## config.mk

```make
export PLATFORM = sky130hd
export DESIGN_NAME = sim_halt_monitor
export DESIGN_NICKNAME = d
export VERILOG_FILES = /design/src/rtl/sim_halt_monitor.sv
export SDC_FILE = /design/constraint.sdc
export NUM_CORES = 1
export LEC_CHECK = 0
export CAP_MARGIN = 20
export CORE_MARGIN = 2
export CORE_UTILIZATION = 46
export CTS_CLUSTER_SIZE = 16
export DETAILED_ROUTE_END_ITERATION = 12
export PLACE_DENSITY = 0.91
export SYNTH_ARGS = -nofsm -noshare
export SYNTH_HDL_FRONTEND = slang
export SYNTH_SLANG_ARGS = --single-unit
export TNS_END_PERCENT = 30
```

## constraint.sdc

```tcl
create_clock -name clk -period 6.2 [get_ports clk]
set_input_delay 1.24 -clock clk [delete_from_list [all_inputs] [get_ports clk]]
set_output_delay 1.24 -clock clk [all_outputs]
set_load 0.02 [all_outputs]
```

## src/rtl/sim_halt_monitor.sv

```systemverilog
// End-of-simulation monitor: captures per-hart ebreak halts and judges the run GOOD/BAD/TIMEOUT.
// Optional macro SIM_MONITOR_INSTRET_EN builds per-hart saturating retired-instruction counters.

module sim_halt_hart #(
    parameter int XLEN  = 32,
    parameter int CNT_W = 32
) (
    input  logic             clk,
    input  logic             reset,
    input  logic             active,
    input  logic             ebreak,
    input  logic [XLEN-1:0]  a0,
`ifdef SIM_MONITOR_INSTRET_EN
    input  logic             commit,
`endif
    output logic             halted,
    output logic             bad,
    output logic             bad_next,
    output logic [CNT_W-1:0] instret
);

    logic take;

    // Only the first ebreak of a hart counts; a0 is judged in that same cycle.
    assign take     = active && ebreak && !halted;
    assign bad_next = take ? (a0 != '0) : bad;

    always_ff @(posedge clk) begin
        if (reset) begin
            halted <= 1'b0;
            bad    <= 1'b0;
        end else begin
            if (take)
                halted <= 1'b1;
            bad <= bad_next;
        end
    end

`ifdef SIM_MONITOR_INSTRET_EN
    always_ff @(posedge clk) begin
        if (reset)
            instret <= '0;
        else if (active && commit && (instret != '1))
            instret <= instret + CNT_W'(1);
    end
`else
    assign instret = '0;
`endif

endmodule

module sim_halt_monitor #(
    parameter int     NUM_HARTS    = 1,
    parameter int     XLEN         = 32,
    parameter int     CNT_W        = 32,
    parameter longint TIMEOUT      = 10000000,
    parameter int     DRAIN_CYCLES = 2,
    parameter int     HALT_ALL     = 0
) (
    input  logic                       clk,
    input  logic                       reset,
    input  logic [NUM_HARTS-1:0]       ebreak,
    input  logic [NUM_HARTS*XLEN-1:0]  a0,
    input  logic [NUM_HARTS-1:0]       commit,
    output logic [CNT_W-1:0]           cycle_count,
    output logic [NUM_HARTS-1:0]       halted,
    output logic [NUM_HARTS-1:0]       bad_mask,
    output logic                       done,
    output logic [1:0]                 status,
    output logic [NUM_HARTS*CNT_W-1:0] instret
);

    typedef enum logic [1:0] {RUN, DRAIN, DONE} state_t;

    localparam logic [1:0] ST_GOOD    = 2'b01;
    localparam logic [1:0] ST_BAD     = 2'b10;
    localparam logic [1:0] ST_TIMEOUT = 2'b11;

    localparam logic [CNT_W-1:0] TIMEOUT_LAST = CNT_W'(TIMEOUT - 1);
    localparam logic [3:0]       DRAIN_LAST   = 4'((DRAIN_CYCLES == 0) ? 0 : DRAIN_CYCLES - 1);

    state_t                 state, state_next;
    logic [3:0]             drain_cnt, drain_cnt_next;
    logic                   timeout_reason, reason_next;
    logic                   active;
    logic                   stop;
    logic                   timeout_hit;
    logic [NUM_HARTS-1:0]   bad_next;
    logic [NUM_HARTS-1:0]   halt_view;

    assign active      = (state != DONE);
    assign halt_view   = halted | ebreak;
    assign timeout_hit = (state == RUN) && (cycle_count == TIMEOUT_LAST);

    generate
        if (HALT_ALL != 0) begin : g_stop_all
            assign stop = &halt_view;
        end else begin : g_stop_any
            assign stop = |halt_view;
        end
    endgenerate

    for (genvar i = 0; i < NUM_HARTS; i++) begin : g_hart
        sim_halt_hart #(
            .XLEN  (XLEN),
            .CNT_W (CNT_W)
        ) u_hart (
            .clk      (clk),
            .reset    (reset),
            .active   (active),
            .ebreak   (ebreak[i]),
            .a0       (a0[i*XLEN +: XLEN]),
`ifdef SIM_MONITOR_INSTRET_EN
            .commit   (commit[i]),
`endif
            .halted   (halted[i]),
            .bad      (bad_mask[i]),
            .bad_next (bad_next[i]),
            .instret  (instret[i*CNT_W +: CNT_W])
        );
    end

`ifndef SIM_MONITOR_INSTRET_EN
    logic unused_commit;
    assign unused_commit = ^commit;
`endif

    always_ff @(posedge clk) begin
        if (reset) begin
            state          <= RUN;
            drain_cnt      <= '0;
            timeout_reason <= 1'b0;
        end else begin
            state          <= state_next;
            drain_cnt      <= drain_cnt_next;
            timeout_reason <= reason_next;
        end
    end

    // Halt beats timeout when both arrive in the same cycle.
    always_comb begin
        state_next     = state;
        drain_cnt_next = drain_cnt;
        reason_next    = timeout_reason;
        case (state)
            RUN: begin
                drain_cnt_next = '0;
                if (stop || timeout_hit) begin
                    reason_next = !stop;
                    state_next  = (DRAIN_CYCLES == 0) ? DONE : DRAIN;
                end
            end
            DRAIN: begin
                drain_cnt_next = drain_cnt + 4'd1;
                if (drain_cnt == DRAIN_LAST)
                    state_next = DONE;
            end
            default: ;
        endcase
    end

    always_ff @(posedge clk) begin
        if (reset)
            cycle_count <= '0;
        else if (state == RUN && state_next == RUN)
            cycle_count <= cycle_count + CNT_W'(1);
    end

    // Verdict uses bad_next so a halt captured on the final edge still counts.
    always_ff @(posedge clk) begin
        if (reset) begin
            done   <= 1'b0;
            status <= 2'b00;
        end else if (state != DONE && state_next == DONE) begin
            done <= 1'b1;
            if (reason_next)
                status <= ST_TIMEOUT;
            else if (|bad_next)
                status <= ST_BAD;
            else
                status <= ST_GOOD;
        end
    end

endmodule

```

### Word-level counts from Yosys, hierarchy flattened

Cells that the tools add are included.

| operators by class | value |
|---|---|
| add/sub/neg operators | 2 |
| equality and inequality tests | 5 |
| muxes and demuxes | 9 |
| bitwise operators | 1 |
| reduce and logical (&&, ||, !) cells | 12 |

Operator list:

| cell | number |
|---|---|
| adder 32 x 1 -> 32 bit, second input constant | 1 |
| equality test 32 x 24 -> 1 bit, second input constant | 1 |
| nonzero test 32 bit | 1 |
| 2-to-1 mux 2 bit | 4 |
| case mux 4 bit (2 select lines) | 1 |
| logical AND 1 bit | 5 |
| adder 4 x 1 -> 4 bit, second input constant | 1 |
| equality test 4 x 1 -> 1 bit, second input constant | 1 |
| zero test 2 bit | 2 |
| case mux 2 bit (2 select lines) | 1 |
| 2-to-1 mux 1 bit | 3 |
| equality test 2 x 1 -> 1 bit, second input constant | 1 |
| equality test 2 bit, second input constant | 1 |
| zero test 1 bit | 2 |
| inequality test 2 bit, second input constant | 1 |
| nonzero test 2 bit | 1 |
| logical OR 1 bit | 1 |
| bitwise OR 1 bit | 1 |

| word-level totals | value |
|---|---|
| bits in registers | 44 |
| output and inout bits | 69 |

### Longest topological paths before layout

| logic depth | value |
|---|---|
| depth after elaboration | 7 |
| mapped depth | 7 |
| gate-level depth less buffers | 5 |

### Hierarchy

Synthesis repeated with hierarchy kept, for this count alone.

| unflattened totals | value |
|---|---|
| cell total of the unflattened synthesis | 299 |
| area total of the unflattened synthesis | 2499.9 µm² |

Modules (own cells, without submodules):

| module | times used | cells an instance | area each (µm²) |
|---|---|---|---|
| sim_halt_monitor | 1 | 248 | 2108.3 |
| sim_halt_hart | 1 | 51 | 391.6 |

### Worst setup path after synthesis

No wires, ideal clock.

| path | value |
|---|---|
| kind | input-to-reg |
| from | input ebreak |
| to | register cycle_count[31] |
| arrival | 2.650 ns |
| data required time | 6.130 ns |
| slack | 3.480 ns |
| stages on the path | 6 |
| path buffers | 1 |
| cells stage by stage | or4_4 -> buf_6 -> nor3_4 -> nand3_2 -> or3_1 -> a21oi_1 |

| on the way | value |
|---|---|
| word-level cells in the longest chain between the ends | 6 |

Ends and longest elaborated chain:

| what | RTL line | RTL |
|---|---|---|
| start: declaration | 62 | `input logic [NUM_HARTS-1:0] ebreak,` |
| bitwise OR 1 bit | 92 | `assign halt_view = halted \| ebreak;` |
| logical OR 1 bit | 148 | `if (stop \|\| timeout_hit) begin` |
| 2-to-1 mux 2 bit | 148 |  |
| case mux 2 bit (2 select lines) | 145 | `case (state)` |
| zero test 2 bit | 165 | `else if (state == RUN && state_next == RUN)` |
| logical AND 1 bit | 165 |  |
| end signal: assignment | 166 | `cycle_count <= cycle_count + CNT_W'(1);` |
| end: declaration | 65 | `output logic [CNT_W-1:0] cycle_count,` |

Every way passes these cells.
A chain may end at the register's enable or synchronous reset.

### Final worst setup path

| path | value |
|---|---|
| from | input ebreak |
| to | register cycle_count[20] |

Same word-level chain as after synthesis.

==> summary.md <==
| Metric | Value |
|---|---|
| Status | completed |
| Initial antenna violation count | 0 |
| First-pass GRT wire length | roughly 10000 um |
| Clock Latency Late Sink | ~300 ps |
| LEAKAGE | about 1.1 nW |
| Die Area | about 6000 um^2 |
| Io pins | about 110 |
| Synth Area in Compound Gates | between 10% and 20% |
| Antenna Nets Post-Route | 0 |
| N_diodes | 0 |
| Post-Place Setup Slack | 2800 ps |
| Die X-Extent | between 70 and 80 um |
| Simple-Gate Fraction of Synth Area | ~32% |
| Fin worst setup slack | slightly above 3000 ps |
| Final Cycle Share | about half |
| Reg power frac | between 50% and 60% |
| Switching share of total power | between 20% and 30% |
| DRT iter0 DRCs | around 160 |
| Top_reg_cell synth | dfxtp_1 |
| Synth warnings | 0 |
| Clk sinks | 44 |
| CTS clk-pin slew, worst paths | 80 ps |
| TritonCTS clock tree | built |
| Setup TNS | 0 ps |
| Post-detail-place hpwl | 4310 um |
| Fin. Hold Viols | 0 |
| Resized Gates After CTS | 0 |
| Max Root-Sink Buffers | 2 |
| GR Util All Layers | 20.0% |
| Peak supply drop | about 0.10 mV |
| Post-synth ARST share | 0% |
| Worst path required time | between 6000 and 7000 ps |
| Mux cell area share after synthesis | less than 1% |
| Setup bufs post-CTS | 0 |
| Synth Cell Area | 2460 um^2 |
| Most common cell after layout, fill and taps aside | clkdlybuf4s50_1 |
| Int Pwr | 0.398 mW |
| Most frequent cells in the layout | clkdlybuf4s50_1, dfxtp_1, conb_1 |
| Chip Height | slightly below 80 um |
| Vias per inst | 5.52 |
| Fillcell total | 475 |
| Vias in the first global route | about 2200 |
| Cell count after synthesis | ~300 |
| H-tree depth | 2 |
| Clock group share of total power | about a third |
| Clock skew | around 9.8 ps |
| Gate power share | 14.0% |
| Post-synthesis adder-cell area fraction | roughly 1.5% |
| DRT Wirelength | 5790 um |
| Detailed-route via count | 2425 |
| Largest net degree at the start of global routing | between 40 and 50 |
| Net Switching | 0.142 mW |
| Design Power | 0.540 mW |
| Sequential cell area fraction in the yosys report | a little over a third |
| Routed WL per cell | 13.2 um |
| Critical path type | in2reg |
| Core Region | 5140 um^2 |
| Relative slew margins | 37.0% |
| Share of cells above drive strength 1 | between 5 and 6% |
| DRT Pass-1 Iters | 4 |
| RD Place Congestion | about 0.83 |
| Syn_area_per_cell | approximately 8.2 um^2 |
| Worst setup SP type | input port |
| Max cap viols | 0 |
| Worst hold path type | reg2reg |
| Initial core utilization | between 40% and 50% |
| Layout area overhead | 29.3% |
| FP Rows | 26 |
| Fmax | 0.319 GHz |
| # setup viols final | 0 |
| Slew @ Worst Pin | 937 ps |
| Fin crit period | 3140 ps |
| Crit path DAT | around 3300 ps |
| Post-synthesis cell type count | 44 |
| Num CTS Buffers | 5 |
| Power density cells | 170 nW/um^2 |
| Synth Register Bits | 44 |
| RSZ-0062 raised after global routing | false |
| Max-slew violations | 0 |
| Hold Buf Count CTS | 0 |
| Critical Path Sink Type | register |
| Largest family of logic cells by synthesized area | simple AND/OR/NAND/NOR gates |
| CTS root buf | clkbuf_8 |
| # DRC | 0 |
| Post-synth EDFFs | 0 |
| Nets@finish | 408 |
| Peak fanout along the critical path | 9 |
| Xor and xnor area share after synthesis | roughly 3.2% |
| Port Buf Inserts | 71 |
| Total gr overflow | 0 |
## cells by family after synthesis
logic type                 Yosys count
AOI/OAI and AO/OA                   56
xor gates and xnor gates             9
adders and majority gates            3
buffers and inverters               48
DFF                                 44
muxes                                2
other                                1
and+or+nand+nor                    138
## through the flow
stage	utilization [%]	hold WS, ps	cells	cell area [um^2]
2_1_floorplan	-	476	332	2580
3_3_place_gp	60.4	455	432	3110
3_5_place_dp	60.4	464	432	3110
4_1_cts	61.9	485	439	3180
5_1_grt	61.9	542	439	3180
6_report	61.9	481	439	3180
## registers in the layout, summed over array words and instances (netlist names)
signal,count
cycle_count,32
done,1
drain_cnt,4
g_hart.u_hart.bad,1
g_hart.u_hart.halted,1
state,2
status,2
timeout_reason,1
## final timing paths
path | start | end | slack, ps | depth (start not counted)
worst min-delay path | done | done | 480 | 2
worst min register to register | done | done | 480 | 2
worst max-delay path | ebreak | cycle_count[20] | 3060 | 5
worst max register to register | cycle_count[9] | cycle_count[20] | 3710 | 6
## worst max-delay path, cell delays in order
cell	delay (ps)
clkdlybuf4s50_1	520
nor4_2	750
nand3_1	250
nor3_1	220
mux2_2	360
## routing by layer
metal  wire (um)  GRT usage, %  up-vias
li1            -             -     1172
met1        2280          22.9     1128
met2        2910          33.7      112
met3         465          6.12       13
met4         140          9.46        0
met5           0             0        -
## final cells by class
| cell class | instances | area (um^2) | area share, % |
|---|---|---|---|
| timing repair buffer | 75 | 741 | 23.3 |
| multi-input combinational | 240 | 1390 | 43.5 |
| inverter | 3 | 11.3 | 0.354 |
| clock inverter | 1 | 5.00 | 0.157 |
| clock buffer | 6 | 72.6 | 2.28 |
| sequential | 44 | 881 | 27.7 |
| tap | 70 | 87.6 | 2.75 |
## power by group through the flow
stage	registers, mW	logic (mW)	clock network [mW]
2_1_floorplan	0.301	0.0585	0
3_3_place_gp	0.301	0.0737	0
3_5_place_dp	0.301	0.0754	0
4_1_cts	0.294	0.0757	0.174
5_1_grt	0.295	0.0824	0.185
6_report	0.295	0.0755	0.170
## cell usage after synthesis (2+ instances only)
library cell,count,area [um^2]
dfxtp_1,44,881
o31ai_1,4,30.0
nor2b_1,2,12.5
xor2_1,9,78.8
buf_4,32,240
nor3_4,2,32.5
inv_1,3,11.3
ha_1,3,37.5
nor3_1,7,35.0
buf_2,2,10.0
nand2b_1,4,25.0
o21ai_0,18,90.1
buf_6,2,22.5
and3_1,2,12.5
nand4_1,13,81.3
nor4bb_1,2,20.0
nor3b_1,2,15.0
nand2_1,16,60.1
nand3_1,16,80.1
nor4_1,11,68.8
nor2_1,27,101
clkbuf_1,9,33.8
a21oi_1,25,125
or4_1,4,30.0
or3_1,16,100
and4_1,5,43.8
nor4b_1,4,35.0
No activity file was read; power rests on OpenSTA's default activity.
